==> config.mk <==
export PLATFORM = sky130hd
export DESIGN_NAME = alu_issue
export DESIGN_NICKNAME = d
export VERILOG_FILES = /design/src/rtl/alu_issue_pkg.sv /design/src/rtl/alu_issue_decode.sv /design/src/rtl/alu_issue.sv
export SDC_FILE = /design/constraint.sdc
export NUM_CORES = 1
export LEC_CHECK = 0
export CAP_MARGIN = 20
export CELL_PAD_IN_SITES_DETAIL_PLACEMENT = 1
export CELL_PAD_IN_SITES_GLOBAL_PLACEMENT = 1
export CORE_MARGIN = 3
export CORE_UTILIZATION = 24
export CTS_BUF_LIST = sky130_fd_sc_hd__clkbuf_16
export DETAILED_ROUTE_END_ITERATION = 8
export PLACE_DENSITY_LB_ADDON = 0.1
export RECOVER_POWER = 100
export SYNTH_ARGS = -nofsm -noshare
export SYNTH_HDL_FRONTEND = slang
export SYNTH_SLANG_ARGS = --single-unit
==> constraint.sdc <==
create_clock -name iClk -period 1.44 [get_ports iClk]
set_input_delay 0.216 -clock iClk [delete_from_list [all_inputs] [get_ports iClk]]
set_output_delay 0.216 -clock iClk [all_outputs]
set_load 0.005 [all_outputs]
==> src/rtl/alu_issue_pkg.sv <==
// Shared constants, instruction field positions and types for the alu_issue front-end.
package alu_issue_pkg;

    localparam int unsigned XLEN  = 32;
    localparam int unsigned REG_W = 5;
    localparam int unsigned F3_W  = 3;
    localparam int unsigned F7_W  = 7;
    localparam int unsigned OPC_W = 7;
    localparam int unsigned IMM_W = 12;

    localparam int unsigned OPC_LSB = 0;
    localparam int unsigned RD_LSB  = 7;
    localparam int unsigned F3_LSB  = 12;
    localparam int unsigned RS1_LSB = 15;
    localparam int unsigned RS2_LSB = 20;
    localparam int unsigned F7_LSB  = 25;
    localparam int unsigned IMM_LSB = 20;

    localparam logic [OPC_W-1:0] OPC_OP     = 7'b0110011;
    localparam logic [OPC_W-1:0] OPC_OP_IMM = 7'b0010011;

    localparam logic [F7_W-1:0] F7_BASE = 7'b0000000;
    localparam logic [F7_W-1:0] F7_ALT  = 7'b0100000;

    localparam logic [F3_W-1:0] F3_ADD = 3'b000;
    localparam logic [F3_W-1:0] F3_SLL = 3'b001;
    localparam logic [F3_W-1:0] F3_SR  = 3'b101;

    typedef enum logic [1:0] {
        IDLE = 2'd0,
        EXEC = 2'd1,
        RES  = 2'd2
    } state_t;

    typedef struct packed {
        logic [REG_W-1:0] rd;
        logic [REG_W-1:0] rs1;
        logic [REG_W-1:0] rs2;
        logic [F3_W-1:0]  funct3;
        logic [F7_W-1:0]  funct7;
        logic [XLEN-1:0]  imm;
        logic             useImm;
        logic             legal;
    } decode_t;

endpackage

==> src/rtl/alu_issue_decode.sv <==
// Combinational OP/OP-IMM decode: field extraction, immediate build, funct7 selection, legality.
module alu_issue_decode
    import alu_issue_pkg::*;
(
    input  logic [XLEN-1:0] iInstr,
    output decode_t         oDec
);

    logic [OPC_W-1:0] opcode;
    logic [F3_W-1:0]  f3;
    logic [F7_W-1:0]  f7Raw;
    logic             isShift;

    always_comb begin
        opcode  = iInstr[OPC_LSB +: OPC_W];
        f3      = iInstr[F3_LSB +: F3_W];
        f7Raw   = iInstr[F7_LSB +: F7_W];
        isShift = (f3 == F3_SLL) || (f3 == F3_SR);

        oDec        = '0;
        oDec.rd     = iInstr[RD_LSB +: REG_W];
        oDec.rs1    = iInstr[RS1_LSB +: REG_W];
        oDec.rs2    = iInstr[RS2_LSB +: REG_W];
        oDec.funct3 = f3;

        case (opcode)
            OPC_OP: begin
                oDec.funct7 = f7Raw;
                oDec.legal  = (f7Raw == F7_BASE) ||
                              ((f7Raw == F7_ALT) && ((f3 == F3_ADD) || (f3 == F3_SR)));
            end
            OPC_OP_IMM: begin
                oDec.useImm = 1'b1;
                if (isShift) begin
                    // Shift-immediates carry funct7 in the upper immediate bits; only shamt reaches B.
                    oDec.imm    = XLEN'(iInstr[RS2_LSB +: REG_W]);
                    oDec.funct7 = f7Raw;
                    oDec.legal  = (f7Raw == F7_BASE) || ((f3 == F3_SR) && (f7Raw == F7_ALT));
                end else begin
                    oDec.imm    = {{(XLEN-IMM_W){iInstr[XLEN-1]}}, iInstr[IMM_LSB +: IMM_W]};
                    oDec.funct7 = F7_BASE;
                    oDec.legal  = 1'b1;
                end
            end
            default: oDec.legal = 1'b0;
        endcase
    end

endmodule

==> src/rtl/alu_issue.sv <==
// RV32I ALU issue/writeback front-end: captures operands, drives an external ALU, registers its result.
// Optional operand forwarding from the pending writeback: define ALU_ISSUE_FWD_EN.
module alu_issue
    import alu_issue_pkg::*;
(
    input  logic              iClk,
    input  logic              iRst,
    input  logic              iValid,
    output logic              oReady,
    input  logic [XLEN-1:0]   iInstr,
    input  logic [XLEN-1:0]   iRs1Data,
    input  logic [XLEN-1:0]   iRs2Data,
    output logic [XLEN-1:0]   oAluA,
    output logic [XLEN-1:0]   oAluB,
    output logic [F3_W-1:0]   oAluFunct3,
    output logic [F7_W-1:0]   oAluFunct7,
    input  logic [XLEN-1:0]   iAluData,
    input  logic              iAluZero,
    output logic              oValid,
    input  logic              iReady,
    output logic [REG_W-1:0]  oRd,
    output logic [XLEN-1:0]   oData,
    output logic              oZero,
    output logic              oWe,
    output logic              oIllegal
);

`ifdef ALU_ISSUE_FWD_EN
    localparam bit FWD_EN = 1'b1;
`else
    localparam bit FWD_EN = 1'b0;
`endif

    state_t           state;
    decode_t          dec;
    logic [REG_W-1:0] rdQ;
    logic             legalQ;
    logic             accept;
    logic [XLEN-1:0]  opA;
    logic [XLEN-1:0]  opB;

    alu_issue_decode uDecode (
        .iInstr (iInstr),
        .oDec   (dec)
    );

    assign oReady = (state == IDLE) | ((state == RES) & iReady);
    assign accept = iValid & oReady;

    // Operand select; a forwarded value only ever comes from the result being retired this cycle.
    always_comb begin
        opA = iRs1Data;
        opB = dec.useImm ? dec.imm : iRs2Data;
        if (FWD_EN && (state == RES) && oWe) begin
            if (dec.rs1 == oRd) opA = oData;
            if (!dec.useImm && (dec.rs2 == oRd)) opB = oData;
        end
    end

    always_ff @(posedge iClk) begin
        if (iRst) begin
            state      <= IDLE;
            oAluA      <= '0;
            oAluB      <= '0;
            oAluFunct3 <= '0;
            oAluFunct7 <= '0;
            rdQ        <= '0;
            legalQ     <= 1'b0;
            oValid     <= 1'b0;
            oRd        <= '0;
            oData      <= '0;
            oZero      <= 1'b0;
            oWe        <= 1'b0;
            oIllegal   <= 1'b0;
        end else begin
            if (accept) begin
                oAluA      <= opA;
                oAluB      <= opB;
                oAluFunct3 <= dec.funct3;
                oAluFunct7 <= dec.funct7;
                rdQ        <= dec.rd;
                legalQ     <= dec.legal;
            end
            case (state)
                IDLE: begin
                    if (iValid) state <= EXEC;
                end
                EXEC: begin
                    // Rejected instructions report a zero result regardless of what the ALU produced.
                    oData    <= legalQ ? iAluData : '0;
                    oZero    <= legalQ ? iAluZero : 1'b1;
                    oWe      <= legalQ & (rdQ != '0);
                    oIllegal <= ~legalQ;
                    oRd      <= rdQ;
                    oValid   <= 1'b1;
                    state    <= RES;
                end
                RES: begin
                    if (iReady) begin
                        oValid <= 1'b0;
                        state  <= iValid ? EXEC : IDLE;
                    end
                end
                default: state <= IDLE;
            endcase
        end
    end

endmodule
* Word-level counts from Yosys, hierarchy flattened
Cells that the tools add are included.
** Operators by class
- Equal/unequal tests :: 9
- Multiplexer cells :: 14
- Bitwise gates (word level) :: 5
- Reduce and logical (&&, ||, !) cells :: 13
** Operators with widths (number)
- 32-bit 2-to-1 mux :: 2
- 39-bit 2-to-1 mux :: 1
- 33-bit 2-to-1 mux :: 1
- 7-bit by 6-bit equality test with 1-bit output, second input constant :: 2
- 7-bit one-hot mux with 2 select lines :: 1
- 7-bit by 5-bit equality test with 1-bit output, second input constant :: 1
- 7-bit logical NOT :: 1
- 2-bit one-hot mux with 3 select lines :: 1
- 5-bit nonzero test :: 1
- 1-bit logical OR :: 4
- 1-bit 2-to-1 mux :: 4
- 2-bit 2-to-1 mux :: 2
- 2-bit != test, second input constant :: 2
- 1-bit one-hot mux with 2 select lines :: 2
- 2-bit AND reduction :: 2
- 1-bit AND :: 3
- 3-bit by 1-bit equality test with 1-bit output, second input constant :: 1
- 3-bit equality test, second input constant :: 1
- 3-bit logical NOT :: 1
- 2-bit by 1-bit equality test with 1-bit output, second input constant :: 1
- 2-bit equality test, second input constant :: 1
- 1-bit logical AND :: 2
- 2-bit logical NOT :: 1
- 2-bit nonzero test :: 1
- other kinds (2) :: 2
** Word-level totals
- Bits in registers :: 123
- Input bits :: 133
- Output and inout bits :: 116
- Logic and storage cells :: 54

* Logic depth before layout (Yosys ltp)
- Word-level depth :: 5
- Depth in mapped cells :: 6
- Gate-level depth less buffers :: 4

* Cells and area by module
Synthesis repeated with hierarchy kept, for this count alone.
** Unflattened totals
- Cells, all modules :: 632
- Area, all modules :: 5614.1 um^2
** Modules (own cells, without submodules)
- alu_issue :: instances 1, cells an instance 561, area an instance 5117.4 um^2, sequential area each 2462.4 um^2
- alu_issue_decode :: instances 1, cells an instance 71, area an instance 496.7 um^2, sequential area each 0.0 um^2

* Worst setup path before layout
OpenSTA, ideal clock, no wires.
- Path type :: input to register
- Start point :: input iInstr[2]
- End point :: register oAluB[10]
- Library setup time :: 0.086 ns
- Arrival time :: 1.364 ns
- Data required time :: 1.354 ns
- Setup slack :: -0.009 ns
- Cell stages on the path :: 6
- Buffers on the path :: 2
- Path through :: nand4bb_1 or3_1 buf_6 buf_12 mux2i_1 a211oi_1
** On the way
- Cells in the longest elaborated chain, start to end :: 3
** RTL lines
- start, declared :: line alu_issue.sv:10 : input logic [XLEN-1:0] iInstr,
- 7-bit by 5-bit equality test with 1-bit output :: line alu_issue_decode.sv:26 : case (opcode)
- 33-bit 2-to-1 mux :: line alu_issue_decode.sv:26
- 32-bit 2-to-1 mux :: line alu_issue.sv:53 : opB = dec.useImm ? dec.imm : iRs2Data;
- end signal, assigned :: line alu_issue.sv:78 : oAluB <= opB;
- end, declared :: line alu_issue.sv:14 : output logic [XLEN-1:0] oAluB,
Every way passes these cells.
A chain may end at the register's enable or synchronous reset.

* Worst setup path in the final report
- Start point :: input iInstr[27]
- End point :: register legalQ
** On the way
- Cells in the longest elaborated chain, start to end :: 5
- Elaborated cells between the ends (all ways) :: 8
- Classes of those cells :: eq/ne: 1; mux: 2; reduce/logical: 5
** RTL lines
- 7-bit by 6-bit equality test with 1-bit output :: line alu_issue_decode.sv:30, alu_issue_decode.sv:38
- 1-bit logical AND :: line alu_issue_decode.sv:38 : oDec.legal = (f7Raw == F7_BASE) || ((f3 == F3_SR) && (f7Raw == F7_ALT));
- 1-bit logical OR :: line alu_issue_decode.sv:38
- 1-bit 2-to-1 mux :: line alu_issue_decode.sv:34 : if (isShift) begin
- 1-bit one-hot mux with 2 select lines * :: line alu_issue_decode.sv:26
- end signal, assigned :: line alu_issue.sv:82 : legalQ <= dec.legal;
- end, declared :: line alu_issue.sv:37 : logic legalQ;
Every way passes the cells marked *; elsewhere a longest branch is shown, timed or not.

==> results.json <==
{
  "nets": 958,
  "crit_path_end_kind": "flip-flop",
  "grt-ovfl-total": 0,
  "synth_common_cells": "152 x nand2_1, 123 x dfxtp_1, 87 x a21oi_1",
  "irDropWorstVdd_mv": 0.7762,
  "ys_warn_count": 0,
  "grt_use_total": 0.1632,
  "drv_slew": 0,
  "p_leak_nw": 3.656,
  "synthArstFlopShare": 0,
  "std_cell_rows": 50,
  "worst_setup_path_start_kind": "primary input",
  "syn_inst": 569,
  "synthAdderAreaFrac": 0,
  "dr.pass1.iters": 4,
  "worstMarginPinSlew_ns": 0.3980,
  "synth_top_family_by_area": "simple AND/OR/NAND/NOR gates",
  "route.detailed.drc": 0,
  "synth_nets": 702,
  "cp_max_fo": 2,
  "vias": 4928,
  "synth_cell_types": 30,
  "post-dp-hpwl_um": 13060,
  "grt_pass1_vias": 5165,
  "grt_max_degree": 40,
  "fin_setup_tns_ns": 0,
  "utilization": 0.4366,
  "post-cts-setup-buffers": 0,
  "gp_congestion": 0.7740,
  "clock_sinks": 123,
  "syn_area_um2": 4647,
  "outcome": "finished, final reports clean",
  "drv_cap": 0,
  "rsz0062_at_grt": "false",
  "drt_iter0_drc": 107,
  "clock.fmax_ghz": 0.7070,
  "die-area_um2": 21070,
  "synth_top_flop_cell": "dfxtp_1",
  "drive_gt1_frac": 0.1014,
  "cts-root-buf": "clkbuf_16",
  "nFillCells": 2189,
  "viasPerCell": 4.488,
  "worstPathArrival_ns": 1.74,
  "synth_area_leaders": "dfxtp_1 53%, nand2_1 12%, a21oi_1 9.4%, a211oi_1 5.5%, nand3_1 4.2%",
  "grtUsageMet2": 0.2746,
  "synth-edff-count": 0,
  "postRouteWirelength_um": 17420,
  "holdCritPathClass": "primary input to flip-flop",
  "use_met1": 0.1882,
  "ant_nets": 0,
  "clkSlewWorstSetupHoldPaths_ns": 0.06,
  "worst_ep_required_time_ns": 1.77,
  "grt_busiest_layer": "met2",
  "ctsLongestPathBuffers": 2,
  "core_um2": 18890,
  "multiInputGateArea_um2": 2033,
  "port_buffers": 243,
  "avgSynthCellArea_um2": 8.167,
  "crit_slowest_cell": "or4_4",
  "chipWidth_um": 145.2,
  "initial_core_util": 0.2460,
  "clk_latency_ns": 0.41,
  "worst-setup-path-type": "primary input to flip-flop",
  "cts_tree": "yes",
  "min_period_ns": 1.415,
  "synthXorXnorAreaFrac": 0.001885,
  "die_y_um": 145.2,
  "cts_buffers": 17,
  "diodes": 0,
  "grt_pass1_wl_um": 27970,
  "grt_util_met3": 0.06746,
  "fin_total_pwr_w": 0.009724,
  "finalClockSkew_ns": 0.005671,
  "powerDensity_nw_per_um2": 1179,
  "layout_setup_ws_ns": 0.02548,
  "synth_simple_gate_area_frac": 0.2299,
  "synth.most_common_cell": "nand2_1",
  "seq_area_frac_synth": 0.5299,
  "synth_mux_area_frac": 0.02369,
  "synth_compound_area_frac": 0.1661,
  "detail_route.wl_per_cell_um": 15.87,
  "dp_slack_ns": -0.4917,
  "boundaryPins": 249,
  "ys_ff_latch": 123,
  "fin_crit_sh": 0.9823,
  "seqCellArea_um2": 2464,
  "slowest_delay_ns": 0.57,
  "synth_area_leader_cell": "dfxtp_1",
  "synth_top_area_frac": 0.5299,
  "hold_buffers": 0,
  "hold_violations": 0,
  "layout-area-overhead-vs-synth_pct": 77.52,
  "setup_viol": 0,
  "cts.htree.levels": 4,
  "cp_cell_sequence": "clkdlybuf4s50_1 > or4_4 > a2111oi_4 > o2bb2ai_2 > a211oi_2",
  "antenna_found_initial": 0,
  "slew_headroom": 0.7347
}
## cell type report
class,instances,area share
sequential,123,0.2986
multi-input combinational,395,0.2465
clock inverter,15,0.02806
inverter,3,0.001365
timing repair buffer,285,0.3344
tap,260,0.03944
clock buffer,17,0.05157
## sequential cells by signal, indices dropped and copies added (netlist names), 2 cells and up
| register | flops |
|---|---|
| state | 2 |
| oData | 32 |
| oAluA | 32 |
| oAluB | 32 |
| rdQ | 5 |
| oAluFunct3 | 3 |
| oAluFunct7 | 7 |
| oRd | 5 |
## power breakdown
part	internal, W	total (W)	switching, W
sequential	0.00358	0.00366	0.0000857
combinational	0.000724	0.00130	0.000580
clock	0.00322	0.00476	0.00154
total	0.00752	0.00972	0.00220
## cell families (layout without fill, tap and decap cells)
group                  count (synthesis)  count (layout)
AO/OA/AOI/OAI                        128             128
XOR/XNOR                               1               1
buffers and inverters                 51             320
flip-flops                           123             123
multiplexers                          11              11
AND/OR/NAND/NOR                      255             255
## per-stage QoR
step / hold WS (ns) / area (um2) / instances
floorplan: 0.3520 / 4647 / 569
global placement: 0.4376 / 7669 / 1066
detailed placement: 0.4460 / 7669 / 1066
CTS: 0.1350 / 8212 / 1098
global route: 0.1428 / 8249 / 1098
finish: 0.1471 / 8249 / 1098
## placed cells by master, fill, tap and decap left out, types with 4 or more instances in the layout
master           Yosys  routed
a211oi_1            34      33
a21oi_1             87      87
and2_1               7       6
buf_12               1      11
buf_4                0      26
bufinv_16            0       6
clkbuf_16            0      17
clkdlybuf4s50_1      0     122
dfxtp_1            123     122
dlygate4sd2_1        0     115
dlymetal6s2s_1       0       4
inv_1                3       6
mux2i_1             11      11
nand2_1            152     151
nand3_1             39      39
nor2_1              42      41
## critical path, delay by kind of cell
kind,cells,cell delay (ns)
buffers and inverters,1,0.44
AND/OR/NAND/NOR,1,0.57
AO/OA/AOI/OAI,3,0.51
## what timing repair did
action,4_1_cts,5_1_grt
setup endpoints to repair,143,34
gates cloned,0,0
endpoints found under the hold margin,0,0
pin swaps,1,3
gates resized for setup,127,14
## path summary, 6_finish.rpt
kind | startpoint | end | slack, ns | cells after the start
min reg2reg | oData[11]$_SDFFE_PP0P_ | oData[11]$_SDFFE_PP0P_ | 0.45 | 2
min | iRst | oAluFunct7[3]$_SDFFE_PP0P_ | 0.15 | 2
max reg2reg | state[0]$_SDFFE_PP0P_ | oZero$_SDFFE_PP0P_ | 0.13 | 5
max | iInstr[27] | legalQ$_SDFFE_PP0P_ | 0.03 | 5
## metal layers
layer / share of wire / vias to the layer above
li1: - / 2428
met2: 0.48 / 149
met3: 0.081 / 22
met4: 0.017 / 0
met5: 0 / -
met1: 0.42 / 2329
No activity file was read; power rests on OpenSTA's default activity.
